$ cat config.mk
export PLATFORM = sky130hd
export DESIGN_NAME = pipe_sensor_decode
export DESIGN_NICKNAME = d
export VERILOG_FILES = /design/src/rtl/pipe_pkg.sv /design/src/rtl/pipe_sensor_decode.sv
export SDC_FILE = /design/constraint.sdc
export NUM_CORES = 1
export LEC_CHECK = 0
export CAP_MARGIN = 0
export CORE_AREA = 8 8 238 240
export DETAILED_ROUTE_END_ITERATION = 10
export DIE_AREA = 0 0 246 248
export MAX_ROUTING_LAYER = met4
export PLACE_DENSITY = 0.63
export SETUP_SLACK_MARGIN = 0.05
export SLEW_MARGIN = 25
export SYNTH_ARGS = -nofsm -noshare
export SYNTH_HDL_FRONTEND = slang
export SYNTH_SLANG_ARGS = --single-unit
$ cat constraint.sdc
create_clock -name vclk -period 5.3
set_input_delay 0.795 -clock vclk [all_inputs]
set_output_delay 0.795 -clock vclk [all_outputs]
set_load 0.005 [all_outputs]
$ cat src/rtl/pipe_pkg.sv
// Shared definitions for the pipe world model: map geometry, orientation and cell codes,
// FSM state encoding, and small pose helpers used by both the top and the sensor decoder.
package pipe_pkg;

  localparam int ROWS       = 10;
  localparam int COLS       = 20;
  localparam int ROW_W      = 4;
  localparam int COL_W      = 5;
  localparam int MOVE_W     = 9;
  localparam int TRASH_HITS = 3;
  localparam int TRASH_W    = $clog2(TRASH_HITS + 1);

  typedef enum logic [1:0] {
    OR_N = 2'b00,
    OR_S = 2'b01,
    OR_E = 2'b10,
    OR_W = 2'b11
  } orient_t;

  typedef enum logic [2:0] {
    CELL_FREE    = 3'd0,
    CELL_WALL    = 3'd1,
    CELL_BARRIER = 3'd2,
    CELL_DIRT    = 3'd7
  } cell_t;

  typedef enum logic [1:0] {
    ST_IDLE  = 2'd0,
    ST_RUN   = 2'd1,
    ST_DONE  = 2'd2,
    ST_FAULT = 2'd3
  } state_t;

  typedef struct packed {
    logic [ROW_W-1:0] row;
    logic [COL_W-1:0] col;
  } coord_t;

  // Map is stored 0-based; pose coordinates are 1-based, so lookups subtract one.
  typedef logic [2:0] map_t [ROWS][COLS];

  function automatic orient_t turn_left(orient_t o);
    case (o)
      OR_N:    return OR_W;
      OR_W:    return OR_S;
      OR_S:    return OR_E;
      default: return OR_N;
    endcase
  endfunction

  // The cell on the robot's left is the cell ahead after a left turn.
  function automatic coord_t step_from(coord_t p, orient_t o);
    coord_t n;
    n = p;
    case (o)
      OR_N:    n.row = p.row - ROW_W'(1);
      OR_S:    n.row = p.row + ROW_W'(1);
      OR_E:    n.col = p.col + COL_W'(1);
      default: n.col = p.col - COL_W'(1);
    endcase
    return n;
  endfunction

  function automatic logic on_map(coord_t p);
    return (p.row >= ROW_W'(1)) && (p.row <= ROW_W'(ROWS)) &&
           (p.col >= COL_W'(1)) && (p.col <= COL_W'(COLS));
  endfunction

endpackage

$ cat src/rtl/pipe_sensor_decode.sv
// Combinational sensor view: from a pose and the map, derive the ahead/left/current cells and
// the four robot sensors. All sensors read 0 while inactive.
module pipe_sensor_decode
  import pipe_pkg::*;
(
  input  logic    active,
  input  coord_t  pos,
  input  orient_t orient,
  input  map_t    map,
  output coord_t  ahead,
  output logic    head,
  output logic    left,
  output logic    under,
  output logic    barrier
);

  coord_t     lft;
  logic       ahead_on;
  logic       left_on;
  logic       here_on;
  logic [2:0] ahead_cell;
  logic [2:0] left_cell;
  logic [2:0] here_cell;

  assign ahead    = step_from(pos, orient);
  assign lft      = step_from(pos, turn_left(orient));
  assign ahead_on = on_map(ahead);
  assign left_on  = on_map(lft);
  assign here_on  = on_map(pos);

  // Off-map coordinates must never index the array.
  always_comb begin
    ahead_cell = CELL_FREE;
    left_cell  = CELL_FREE;
    here_cell  = CELL_FREE;
    if (ahead_on) ahead_cell = map[ahead.row - ROW_W'(1)][ahead.col - COL_W'(1)];
    if (left_on)  left_cell  = map[lft.row - ROW_W'(1)][lft.col - COL_W'(1)];
    if (here_on)  here_cell  = map[pos.row - ROW_W'(1)][pos.col - COL_W'(1)];
  end

  always_comb begin
    head    = 1'b0;
    left    = 1'b0;
    under   = 1'b0;
    barrier = 1'b0;
    if (active) begin
      head    = !ahead_on || (ahead_cell == CELL_WALL);
      left    = !left_on || (left_cell == CELL_WALL);
      under   = here_on && (here_cell == CELL_DIRT);
      barrier = ahead_on && (ahead_cell == CELL_BARRIER);
    end
  end

endmodule

== After elaboration in Yosys (flattened, before gate mapping) ==
Cells that the tools add are included.
Operators by class
  equal/unequal tests: 9
  reductions and logical operators: 19
  add/sub/neg operators: 8
  multiplexer cells: 30
  $lt $le $gt $ge: 18
  bitwise gates (word level): 6
Operators with widths (number)
  binary-select mux 60 bit (select 4 bit): 3
  two-way mux 60 bit: 6
  binary-select mux 3 bit (select 5 bit): 3
  two-way mux 3 bit: 9
  case mux 5 bit (2 select lines): 2
  >= comparator 6 bit, second input constant: 3
  inverter 5 -> 6 bit: 3
  case mux 4 bit (2 select lines): 2
  >= comparator 5 x 1 -> 1 bit, second input constant: 3
  >= comparator 5 bit, second input constant: 3
  less-or-equal comparator 5 bit, second input constant: 3
  inverter 4 -> 5 bit: 3
  subtractor 5 x 1 -> 5 bit, second input constant: 3
  >= comparator 4 x 1 -> 1 bit, second input constant: 3
  less-or-equal comparator 4 bit, second input constant: 3
  subtractor 4 x 1 -> 4 bit, second input constant: 3
  logical AND 1 bit: 11
  equality test 2 bit, second input constant: 3
  equality test 3 x 1 -> 1 bit, second input constant: 2
  case mux 2 bit (3 select lines): 1
  adder 5 x 1 -> 5 bit, second input constant: 1
  adder 4 x 1 -> 4 bit, second input constant: 1
  equality test 2 x 1 -> 1 bit, second input constant: 2
  zero test 2 bit: 2
  other kinds (6): 12
Storage, ports and cells
  flip-flop bits (word level): 0
  output and inout port bits: 13

== Depth between registers and ports, before layout ==
Gate-level depths: netlist (run 1).
  depth in word-level cells: 16
  depth in mapped cells: 23
  depth with buffers taken out: 16

== Worst setup path after synthesis (run 1) ==
No wires, ideal clock.
  kind: input to output
  start point: in pos[5] (netlist bit)
  end point: out left
  path buffers: 9
  setup slack: -0.483 ns
  stages on the path: 21
  data required time: 4.505 ns
  arrival: 4.988 ns
  path through: buf_4 > buf_2 > buf_1 > buf_2 > buf_2 > buf_1 > xnor2_1 > ha_1 > or2_2 > a211o_1 > buf_2 > and2_1 > buf_4 > buf_2 > o311ai_0 > o311a_1 > o32ai_1 > o211a_1 > o41ai_1 > a31oi_1 > nor3b_1
Between the ends
  longest elaborated chain between the ends: 14
  elaborated cells between the ends (all ways): 21
  classes of those cells: add/sub (3); order compare (2); eq/ne (1); mux (9); bitwise (1); reduce/logical (5)
RTL lines
  from (decl): RTL line pipe_sensor_decode.sv:7  | input coord_t pos,
  adder 4 x 1 -> 4 bit / subtractor 4 x 1 -> 4 bit (equally long branches): RTL line pipe_pkg.sv:57, pipe_pkg.sv:56
  case mux 4 bit (2 select lines) (*): RTL line pipe_pkg.sv:55  | case (o)
  subtractor 4 x 1 -> 4 bit: RTL line pipe_sensor_decode.sv:37  | if (left_on) left_cell = map[lft.row - ROW_W'(1)][lft.col - COL_W'(1)];
  inverter 4 -> 5 bit (not written as such): RTL line pipe_sensor_decode.sv:37
  binary-select mux 60 bit (select 4 bit): RTL line pipe_sensor_decode.sv:37
  two-way mux 60 bit (not written as such) (2 in series): RTL line pipe_sensor_decode.sv:37
  binary-select mux 3 bit (select 5 bit): RTL line pipe_sensor_decode.sv:37
  two-way mux 3 bit (not written as such) (2 in series): RTL line pipe_sensor_decode.sv:37
  two-way mux 3 bit: RTL line pipe_sensor_decode.sv:37
  equality test 3 x 1 -> 1 bit: RTL line pipe_sensor_decode.sv:48  | left = !left_on || (left_cell == CELL_WALL);
  logical OR 1 bit (*): RTL line pipe_sensor_decode.sv:48
  two-way mux 1 bit (*): RTL line pipe_sensor_decode.sv:46  | if (active) begin
  to (decl): RTL line pipe_sensor_decode.sv:12  | output logic left,
Every way passes the cells marked *; elsewhere a longest branch is shown, timed or not. The select of a mux whose other input is x is not followed.

== Worst setup path in the final report (run 1) ==
  start point: in orient[0]
  end point: out left
Between the ends
  longest elaborated chain between the ends: 16
  elaborated cells between the ends (all ways): 32
  classes of those cells: add/sub (2); order compare (4); eq/ne (5); mux (11); bitwise (2); reduce/logical (8)
RTL lines
  from (decl): RTL line pipe_sensor_decode.sv:8  | input orient_t orient,
  equality test 2 x 1 -> 1 bit (tied with other cells): RTL line pipe_pkg.sv:43  | case (o)
  case mux 2 bit (3 select lines) (*): RTL line pipe_pkg.sv:43
  equality test 2 x 1 -> 1 bit / zero test 2 bit (equally long branches): RTL line pipe_pkg.sv:55
  case mux 4 bit (2 select lines): RTL line pipe_pkg.sv:55
  subtractor 4 x 1 -> 4 bit: RTL line pipe_sensor_decode.sv:37
  inverter 4 -> 5 bit (not written as such): RTL line pipe_sensor_decode.sv:37
  binary-select mux 60 bit (select 4 bit): RTL line pipe_sensor_decode.sv:37
  two-way mux 60 bit (not written as such) (2 in series): RTL line pipe_sensor_decode.sv:37
  binary-select mux 3 bit (select 5 bit): RTL line pipe_sensor_decode.sv:37
  two-way mux 3 bit (not written as such) (2 in series): RTL line pipe_sensor_decode.sv:37
  two-way mux 3 bit: RTL line pipe_sensor_decode.sv:37
  equality test 3 x 1 -> 1 bit: RTL line pipe_sensor_decode.sv:48
  logical OR 1 bit (*): RTL line pipe_sensor_decode.sv:48
  two-way mux 1 bit (*): RTL line pipe_sensor_decode.sv:46
Marked as above.

==> out/metrics.yaml, run 1 <==
pwr:
  ir_drop_uv: 68.1
  power.leakage_uw: 0.00927
  power_density_nw_per_um2: 165
  finalPower_uw: 4260
drt:
  wl_mm: 121
  drt_iter0_drc: 3000
  firstDrtPassIters: 7
  vias: 22700
  drc: 0
  antenna_left: 0
  wl_per_cell_um: 35.7
  viasPerCell: 6.70
layout:
  layout-drive-gt1-share_pct: 28.6
  area_growth_pct: 71.3
  clockBufferCount: 0
  seqCellArea_um2: 0
  most-common-layout-cells: "clkdlybuf4s50_1 (615), buf_4 (342), mux4_2 (214), nand2_1 (210), nand3_1 (142)"
  final_common_cell: "clkdlybuf4s50_1"
  nFlopsAndLatches: 0
  layout.nets: 3302
  final_area_um2: 25800
floorplanning:
  core_region_area_um2: 53100
  die_y_um: 248
  placement_rows: 85
  ios: 625
  die_area_um2: 61000
  start_util_pct: 28.4
  die_w_um: 246
job:
  cap_violations: 0
min_path:
  hp-class: "in -> out"
  hold_start: "active"
yosys:
  syn_nets: 2465
  yosys-top-cells-area: "mux4_2 (32%), mux2i_1 (6.7%), nand2_1 (5.3%)"
  yosysWarnings: 0
  yosysTopAreaCellShare_pct: 32.0
  synth_cell_types: 85
  syn_area_um2: 15100
  avgSynthCellArea_um2: 8.20
  synth_seq_area_share_pct: 0
  synth_top_area_cell: "mux4_2"
  netlist_instances: 1836
place:
  place.gp.congestion: 1.07
  port_buffers: 625
  dpl_cell_area_um2: 24400
  place_ws_ns: -1.10
  dpl.hpwl_mm: 99.6
clock_tree:
  cts_hold_buf: 0
global_route:
  grt-ovfl-total: 0
  grt_use_total_pct: 38.1
  grt_pass1_vias: 22400
  grt_first_pass_wirelength_mm: 167
  grt_max_degree: 122
  grt_antenna_before_repair: 20
critical_path:
  cp_max_fo: 17
  crit_path_start_kind: "input pin"
  cpMaxStageDelayCell: "or4_1"
  cp_slowest_stage_delay_ns: 0.57
  critPathArrivalTime_ns: 4.43
  crit_family: "simple AND/OR/NAND/NOR gates"
  path_cells: "dlygate4sd2_1 > buf_6 > or4_4 > buf_4 > a21oi_4 > xnor2_4 > mux2_4 > and2_1 > buf_12 > a21oi_1 > buf_4 > nor4_1 > or4_1 > a31oi_4 > nor3b_4 > buf_2"
  cp_num_buf_inv: 6
  critPathKind: "in -> out"
  crit_top_cell: "buf_4"
  cp-end-kind: "output pin"
  crit_required_ns: 4.51
  setup.worst_path.start: "orient[0]"
sta:
  setup_violations: 0
  fmax_ghz: 0.191
  setup_slack_ns: 0.0766
  max_slew_margin_pct: 54.6
  drv_slew: 0
  fin_crit_ns: 5.22
  fin_crit_sh_pct: 98.6
  tightest_slew_ns: 0.680
  rsz0062_at_grt: "true"
  finalHoldViolations: 0
run_status:
  status: "complete, no violations"
-- synthesized netlist by cell type (all sizes together), types with 6 or more instances --
cell and count:
a2111oi 7, a211oi 23, a21oi 74, a311o 6
a311oi 29, a31oi 41, and2 8, and3 18
buf 129, clkbuf 66, ha 17, inv 26
mux2 23, mux2i 101, mux4 214, nand2 211
nand2b 16, nand3 142, nand3b 71, nand4 50
nor2 47, nor2b 15, nor3 54, nor3b 64
nor4 11, o2111ai 14, o211ai 57, o21ai 122
o221ai 14, o22ai 19, o311ai 20, o31ai 16
or3 15, xnor2 20, xor2 12
-- worst min-delay path: cells and delay by family --
| family | cells | cell delay, ns |
|---|---|---|
| buf+inv | 2 | 0.72 |
| simple gates | 1 | 0.26 |
-- logic make-up after synthesis --
kind of cell	after synthesis	share of synthesized area, %
buffers and inverters	221	7.05
AOI/OAI and AO/OA	488	22.0
muxes	338	40.5
xor gates and xnor gates	34	2.74
adders and majority gates	17	1.41
and+or+nand+nor	738	26.3
-- cell type report --
cell class,count,area [µm²]
fillers,5003,27300
repair buffers,1029,9970
inverters,26,110
diodes,20,50.0
multi-input cells,1616,14800
well taps,696,871
-- path summary, 6_finish.rpt --
check	to	slack [ns]	cells after the start
worst min-delay path	left	2.58	3
worst max-delay path	left	0.08	16
-- timing repair --
action | in CTS | in global routing
resized for setup | 98 | 85
pin swaps | 29 | 47
buffers inserted | 20 | 15
endpoints found under the setup margin | 4 | 4
cloned | 5 | 4
endpoints found under the hold margin | 0 | 0
-- metal layers --
layer	vias to the layer above	wire length [µm]	global-route usage (%)	part of all wire (%)
li1	9206	-	-	-
met1	11200	45200	47.1	37
met2	1968	55000	59.8	46
met3	379	14600	9.60	12
met4	0	5970	14.1	4.9
met5	-	0	-	0
-- metrics by stage --
| stage | instances | util [%] | TNS (ns) | hold WS, ns |
|---|---|---|---|---|
| floorplan | 1836 | - | 0 | 1.68 |
| global placement | 3324 | 46.0 | -3.55 | 2.79 |
| detailed placement | 3324 | 46.0 | -3.56 | 2.78 |
| global route | 3386 | 48.6 | 0 | 2.59 |
| finish | 3387 | 48.6 | 0 | 2.58 |
| CTS | 3348 | 47.3 | 0 | 2.58 |
-- report_power, final --
| group | internal, µW | switching (µW) | total (µW) |
|---|---|---|---|
| registers | 0 | 0 | 0 |
| clock network | 0.000643 | 0 | 0.000643 |
| logic | 2040 | 2230 | 4260 |
| total | 2040 | 2230 | 4260 |
Power figures use the tool's default switching activity.
==> run 2: changes to the inputs <==
--- a/config.mk
+++ b/config.mk
@@ -6,11 +6,14 @@
 export NUM_CORES = 1
 export LEC_CHECK = 0
 export CAP_MARGIN = 0
-export CORE_AREA = 8 8 238 240
+export CELL_PAD_IN_SITES_DETAIL_PLACEMENT = 0
+export CELL_PAD_IN_SITES_GLOBAL_PLACEMENT = 1
+export CORE_AREA = 2 2 245 247
 export DETAILED_ROUTE_END_ITERATION = 10
-export DIE_AREA = 0 0 246 248
+export DIE_AREA = 0 0 247 249
 export MAX_ROUTING_LAYER = met4
-export PLACE_DENSITY = 0.63
+export PLACE_DENSITY = 0.76
+export REMOVE_ABC_BUFFERS = 1
 export SETUP_SLACK_MARGIN = 0.05
 export SLEW_MARGIN = 25
 export SYNTH_ARGS = -nofsm -noshare
==> out/metrics.yaml, run 2 (synthesized netlist as in run 1, its figures left out) <==
sta:
  holdWs_ns: 2.48  # was 2.58 ns
  fmax_ghz: 0.185  # was 0.191 GHz
  tightest_slew_ns: 0.808  # was 0.680 ns
  max_slew_margin_pct: 45.6  # was 54.6%
  fin_crit_ns: 5.40  # was 5.22 ns
  fin_crit_sh_pct: 102  # was 98.6%
  rsz0062_at_grt: "true"  # unchanged
  setup_violations: 3  # was 0
  fin_tns_setup_ns: -0.222  # was 0 ns
  finalHoldViolations: 0  # unchanged
  setup_slack_ns: -0.104  # was 0.0766 ns
  drv_slew: 0  # unchanged
pwr:
  power.leakage_uw: 0.00965  # was 0.00927 µW
  power.internal_uw: 2160  # was 2040 µW
  pwr-share-seq_pct: 0  # about the same
  p_switching_uw: 2260  # was 2230 µW
  switching_share_pct: 51.1  # was 52.2%
  combPwrFrac_pct: 100.0  # about the same
  finalPower_uw: 4410  # was 4260 µW
  p_clk_share_pct: 0  # about the same
  power_density_nw_per_um2: 167  # was 165 nW/µm²
  ir_drop_uv: 75.8  # was 68.1 µV
critical_path:
  crit_path_start_kind: "input pin"  # unchanged
  cp_max_fo: 8  # was 17
  critPathArrivalTime_ns: 4.61  # was 4.43 ns
  cp-end-kind: "output pin"  # unchanged
  crit_required_ns: 4.51  # about the same
  critPathKind: "in -> out"  # unchanged
global_route:
  grt_use_total_pct: 36.7  # was 38.1%
  grt_antenna_before_repair: 12  # was 20
  grt_pass1_vias: 22200  # was 22400
  grt-ovfl-total: 0  # unchanged
  grt_max_degree: 142  # was 122
  grt_first_pass_wirelength_mm: 161  # was 167 mm
job:
  cap_violations: 0  # unchanged
layout:
  area_growth_pct: 76.1  # was 71.3%
  clockBufferCount: 0  # unchanged
  nFlopsAndLatches: 0  # unchanged
  final_common_cell: "clkdlybuf4s50_1"  # unchanged
  most-common-layout-cells: "clkdlybuf4s50_1 (613), buf_4 (351), mux4_2 (214), nand2_1 (209), nand3_1 (141)"  # was clkdlybuf4s50_1 (615), buf_4 (342), mux4_2 (214), nand2_1 (210), nand3_1 (142)
  seqCellArea_um2: 0  # unchanged
  layout-drive-gt1-share_pct: 29.6  # was 28.6%
  layout.nets: 3338  # was 3302
drt:
  drt_iter0_drc: 2696  # was 3000
  wl_per_cell_um: 33.5  # was 35.7 µm
  drc: 0  # unchanged
  antenna_left: 0  # unchanged
  vias: 22400  # was 22700
  firstDrtPassIters: 5  # was 7
  viasPerCell: 6.42  # was 6.70
  wl_mm: 117  # was 121 mm
min_path:
  worstHoldPathCells: 9  # was 3
  timing.hold.worst_endpoint: "under"  # was left
  hp-class: "in -> out"  # unchanged
  hold_start: "pos[6]"  # was active
floorplanning:
  core_region_area_um2: 58700  # was 53100 µm²
  start_util_pct: 25.6  # was 28.4%
  ios: 625  # unchanged
  placement_rows: 89  # was 85
  die_y_um: 249  # was 248 µm
  die_w_um: 247  # was 246 µm
  die_area_um2: 61500  # was 61000 µm²
run_status:
  status: "finished with violations"  # was complete, no violations
  violations: "setup timing"
place:
  port_buffers: 625  # unchanged
  dpl.hpwl_mm: 92.2  # was 99.6 mm
  place.gp.congestion: 1.06  # was 1.07
clock_tree:
  cts_hold_buf: 0  # unchanged
## run 2: how the worst max path moves through the flow
stage | from | endpoint | slack [ns] | cells after the start
final | pos[5] | left | -0.10 | 24
after global routing | pos[5] | barrier | -0.16 | 22
after CTS | pos[5] | left | -0.01 | 21
after detailed placement | pos[6] | left | -1.39 | 22
after global placement | pos[6] | left | -1.45 | 22
after floorplan | orient[1] | head | -20.71 | 12
## run 2: timing repair
| action | 4_1_cts | 5_1_grt |
|---|---|---|
| pin swaps | 30 | 39 |
| cloned | 10 | 10 |
| setup buffers | 24 | 17 |
| endpoints found under the setup margin | 4 | 4 |
| gates resized for setup | 115 | 84 |
## run 2: area by class of cell
type                            instances  area, µm²
Antenna cell                           13       32.5
Fill cell                            5672      32200
Inverter                               26        115
Multi-Input combinational cell       1617      14700
Tap cell                              773        967
Timing Repair Buffer                 1064      10700
## run 2: worst max-delay path: stages
cell and delay [ns]:
clkbuf_16 0.13, inv_8 0.03, ha_4 0.25, xor2_4 0.16
nor2_4 0.12, a21oi_2 0.04, ha_2 0.20, buf_4 0.14
buf_4 0.13, nor2b_2 0.15, o22ai_2 0.12, buf_4 0.18
buf_6 0.17, nand2_4 0.10, buf_12 0.17, buf_8 0.14
nand2_1 0.08, a21oi_1 0.10, nor4_1 0.24, a2111oi_1 0.10
a211oi_2 0.34, a31oi_4 0.14, nor3b_4 0.36, buf_2 0.18
## run 2: per-layer routing
metal / up-vias / share of wire (%) / track usage [%]
li1: 9282 / - / -
met1: 11000 / 38 / 46.5
met2: 1751 / 46 / 59.0
met3: 328 / 10 / 5.97
met4: 0 / 4.9 / 12.5
met5: - / 0 / -
## run 2: through the flow
step | cells | setup slack [ns] | cell area [µm²] | util, %
finish | 3493 | -0.104 | 26500 | 45.2
global route | 3493 | -0.156 | 26500 | 45.2
CTS | 3455 | -0.00970 | 25800 | 43.9
detailed placement | 3422 | -1.39 | 24800 | 42.3
global placement | 3422 | -1.45 | 24800 | 42.3
floorplan | 1641 | -20.71 | 14100 | -
## run 2: power groups by stage
stage	Sequential, µW	Clock, µW	Combinational, µW
3_5_place_dp	0	0	3890
2_1_floorplan	0	0	1750
4_1_cts	0	0	4160
3_3_place_gp	0	0	3870
5_1_grt	0	0.000365	4550
6_report	0	0.000363	4410
==> edit, RTL diff (settings of run 1) <==
`ROW_W`: 4 -> 5.
--- a/src/rtl/pipe_pkg.sv
+++ b/src/rtl/pipe_pkg.sv
@@ -6,3 +6,3 @@
   localparam int COLS       = 20;
-  localparam int ROW_W      = 4;
+  localparam int ROW_W      = 5;
   localparam int COL_W      = 5;
Interface: changed (resized ahead and pos); port bits go from 625 to 627. No check against the original RTL was run, so the function may have changed too.
==> edit against run 1 <==
- wire length shrank 12%
- die area did not move
- total power fell by 6.9%
- area after synthesis down 0.39%
- sequential share of layout area did not move
- design area down 3.1%
- setup slack improved by 7.0 ps
==> edit: results (changes against run 1) <==
| Metric | Value |
|---|---|
| Slew HR | `0.546 (about the same)` |
| Maximum resistive drop on vdd | `0.0881 mV (+29%)` |
| Number of clock buffer instances in the layout | `0 (unchanged)` |
| Placed wire-length estimate after detailed placement | `85500 um (-14%)` |
| Overall via count from detail_route | `21100 (-7.0%)` |
| Data arrival, critical path | `4420 ps (about the same)` |
| Worst Hold Depth | `4 (+1)` |
| Status | `completed` |
| Wire length per cell | `33.2 um (-7.0%)` |
| Share of the yosys chip area belonging to registers | `0 (unchanged)` |
| Worst hold endpoint | `head` |
| Distinct cell type count of the synthesized netlist | `69 (-19%)` |
| Count of sequential standard cells | `0 (unchanged)` |
| Final net count | `3102 (-6.1%)` |
| Post-Syn Nets | `2374 (-3.7%)` |
| First DRT Iteration DRCs | `2383 (-21%)` |
| Hold/Removal Path Class | `input port to output port` |
| GR Util All Layers | `0.333 (-0.0486)` |
| Number of buffer cells added on primary ports | `627 (+0.32%)` |
| Wire length of the first global-routing pass | `149000 um (-10%)` |
| Maximum net fanout on the critical path | `11 (-6)` |
| Maximum number of pins on one net before global-route repair | `90 (-26%)` |
| Top cells by instance count after synthesis | `259 x mux4_2, 183 x nand2_1, 118 x clkbuf_1` |
| Synth warnings | `0 (unchanged)` |
| Main area contributors after synthesis | `mux4_2 39%, nand2_1 4.6%, nand3b_1 4.5%, nor3b_1 4.5%, mux2i_1 3.5%` |
| Routability Congestion | `1.06 (-1.2%)` |
| Share of final-layout standard cells stronger than drive strength 1 | `0.267 (-0.0190)` |
| Fillers | `4998 (-0.10%)` |
| Leakage Power | `0.00872 uW (-5.9%)` |
| Startpoint of the most critical hold path | `active` |
| Pre-Repair DR Iteration Count | `6 (-1)` |
| Placed Area | `0.0240 mm2 (-1.6%)` |
| Number of antenna violations at the first check in global routing | `22 (+10%)` |
[edit: changes by cell type after synthesis, sizes merged, moves of 16 or more]
| cell | change |
|---|---|
| nand4 | -35 |
| and3 | +16 |
| o211ai | -32 |
| nand2 | -28 |
| mux4 | +51 |
| nor3b | +25 |
| nand3 | -47 |
| o22ai | +26 |
| nand3b | +18 |
| clkbuf | +52 |
| buf | -50 |
| o21ai | -21 |
| mux2i | -49 |
[edit: layout make-up]
type	instances	area (um2)	area share
well taps	696	871	0.0349
inverters	21	88.8	0.00356
diodes	24	60.1	0.00240
multi-input cells	1524	14600	0.586
repair buffers	923	9320	0.373
[edit: worst max-delay path by stage]
stage | from | end | slack (ps)
finish | pos[6] | barrier | 80
global route | pos[6] | barrier | 50
CTS | pos[6] | head | 7
detailed placement | pos[6] | head | -1230
global placement | pos[6] | head | -1160
floorplan | orient[1] | head | 50
[edit: per-layer routing]
layer	GRT usage	vias to the layer above	part of all wire
met1	0.393	10500	0.37
li1	-	8716	-
met4	0.121	0	0.044
met5	-	-	0
met3	0.0619	291	0.093
met2	0.562	1630	0.50
[edit: power breakdown]
part | internal, uW | switching, uW | leakage, uW
registers | 0 | 0 | 0
clock network | 0.000281 | 0 | 0.000000152
logic | 2000 | 1960 | 0.00872
total | 2000 | 1960 | 0.00872
[edit: kinds of logic (layout without fill, tap and decap cells)]
| group | Yosys count | count (layout) | synth area share |
|---|---|---|---|
| AO/OA/AOI/OAI | 462 | 462 | 0.206 |
| XOR/XNOR | 39 | 39 | 0.0281 |
| adder cells (fa/ha/maj) | 19 | 19 | 0.0159 |
| buffers and inverters | 218 | 944 | 0.0608 |
| multiplexers | 328 | 328 | 0.443 |
| other | 0 | 24 | 0 |
| AND/OR/NAND/NOR | 676 | 676 | 0.247 |
[edit: worst max-delay path: stages]
cell             delay (ps)
clkdlybuf4s15_1         200
inv_2                    80
ha_4                    200
xnor2_2                 140
a21boi_2                170
inv_2                    70
ha_4                    390
buf_12                  140
buf_8                   170
buf_6                   190
mux4_2                  200
mux2i_1                  80
mux4_2                  500
nand2_1                  90
nand4_1                 260
a31oi_2                 260
nor2b_1                  70
o211a_1                 250
buf_6                   140
[edit: stage by stage]
stage	setup slack [ps]	instances	hold slack [ps]	power (uW)	util
after floorplan	50.2	1742	1680	1800	-
after global placement	-1160	3128	2700	3620	0.453
after detailed placement	-1230	3128	2700	3640	0.453
after CTS	6.73	3152	2540	3830	0.463
after global routing	48.7	3186	2580	4130	0.471
final	83.6	3188	2540	3970	0.471
[edit: what timing repair did]
item / in CTS / in global routing
pin swaps: 27 / 31
hold endpoints to repair: 0 / 0
gates resized for setup: 86 / 50
setup buffers: 22 / 10
endpoints found under the setup margin: 4 / 4
gates cloned: 2 / 2
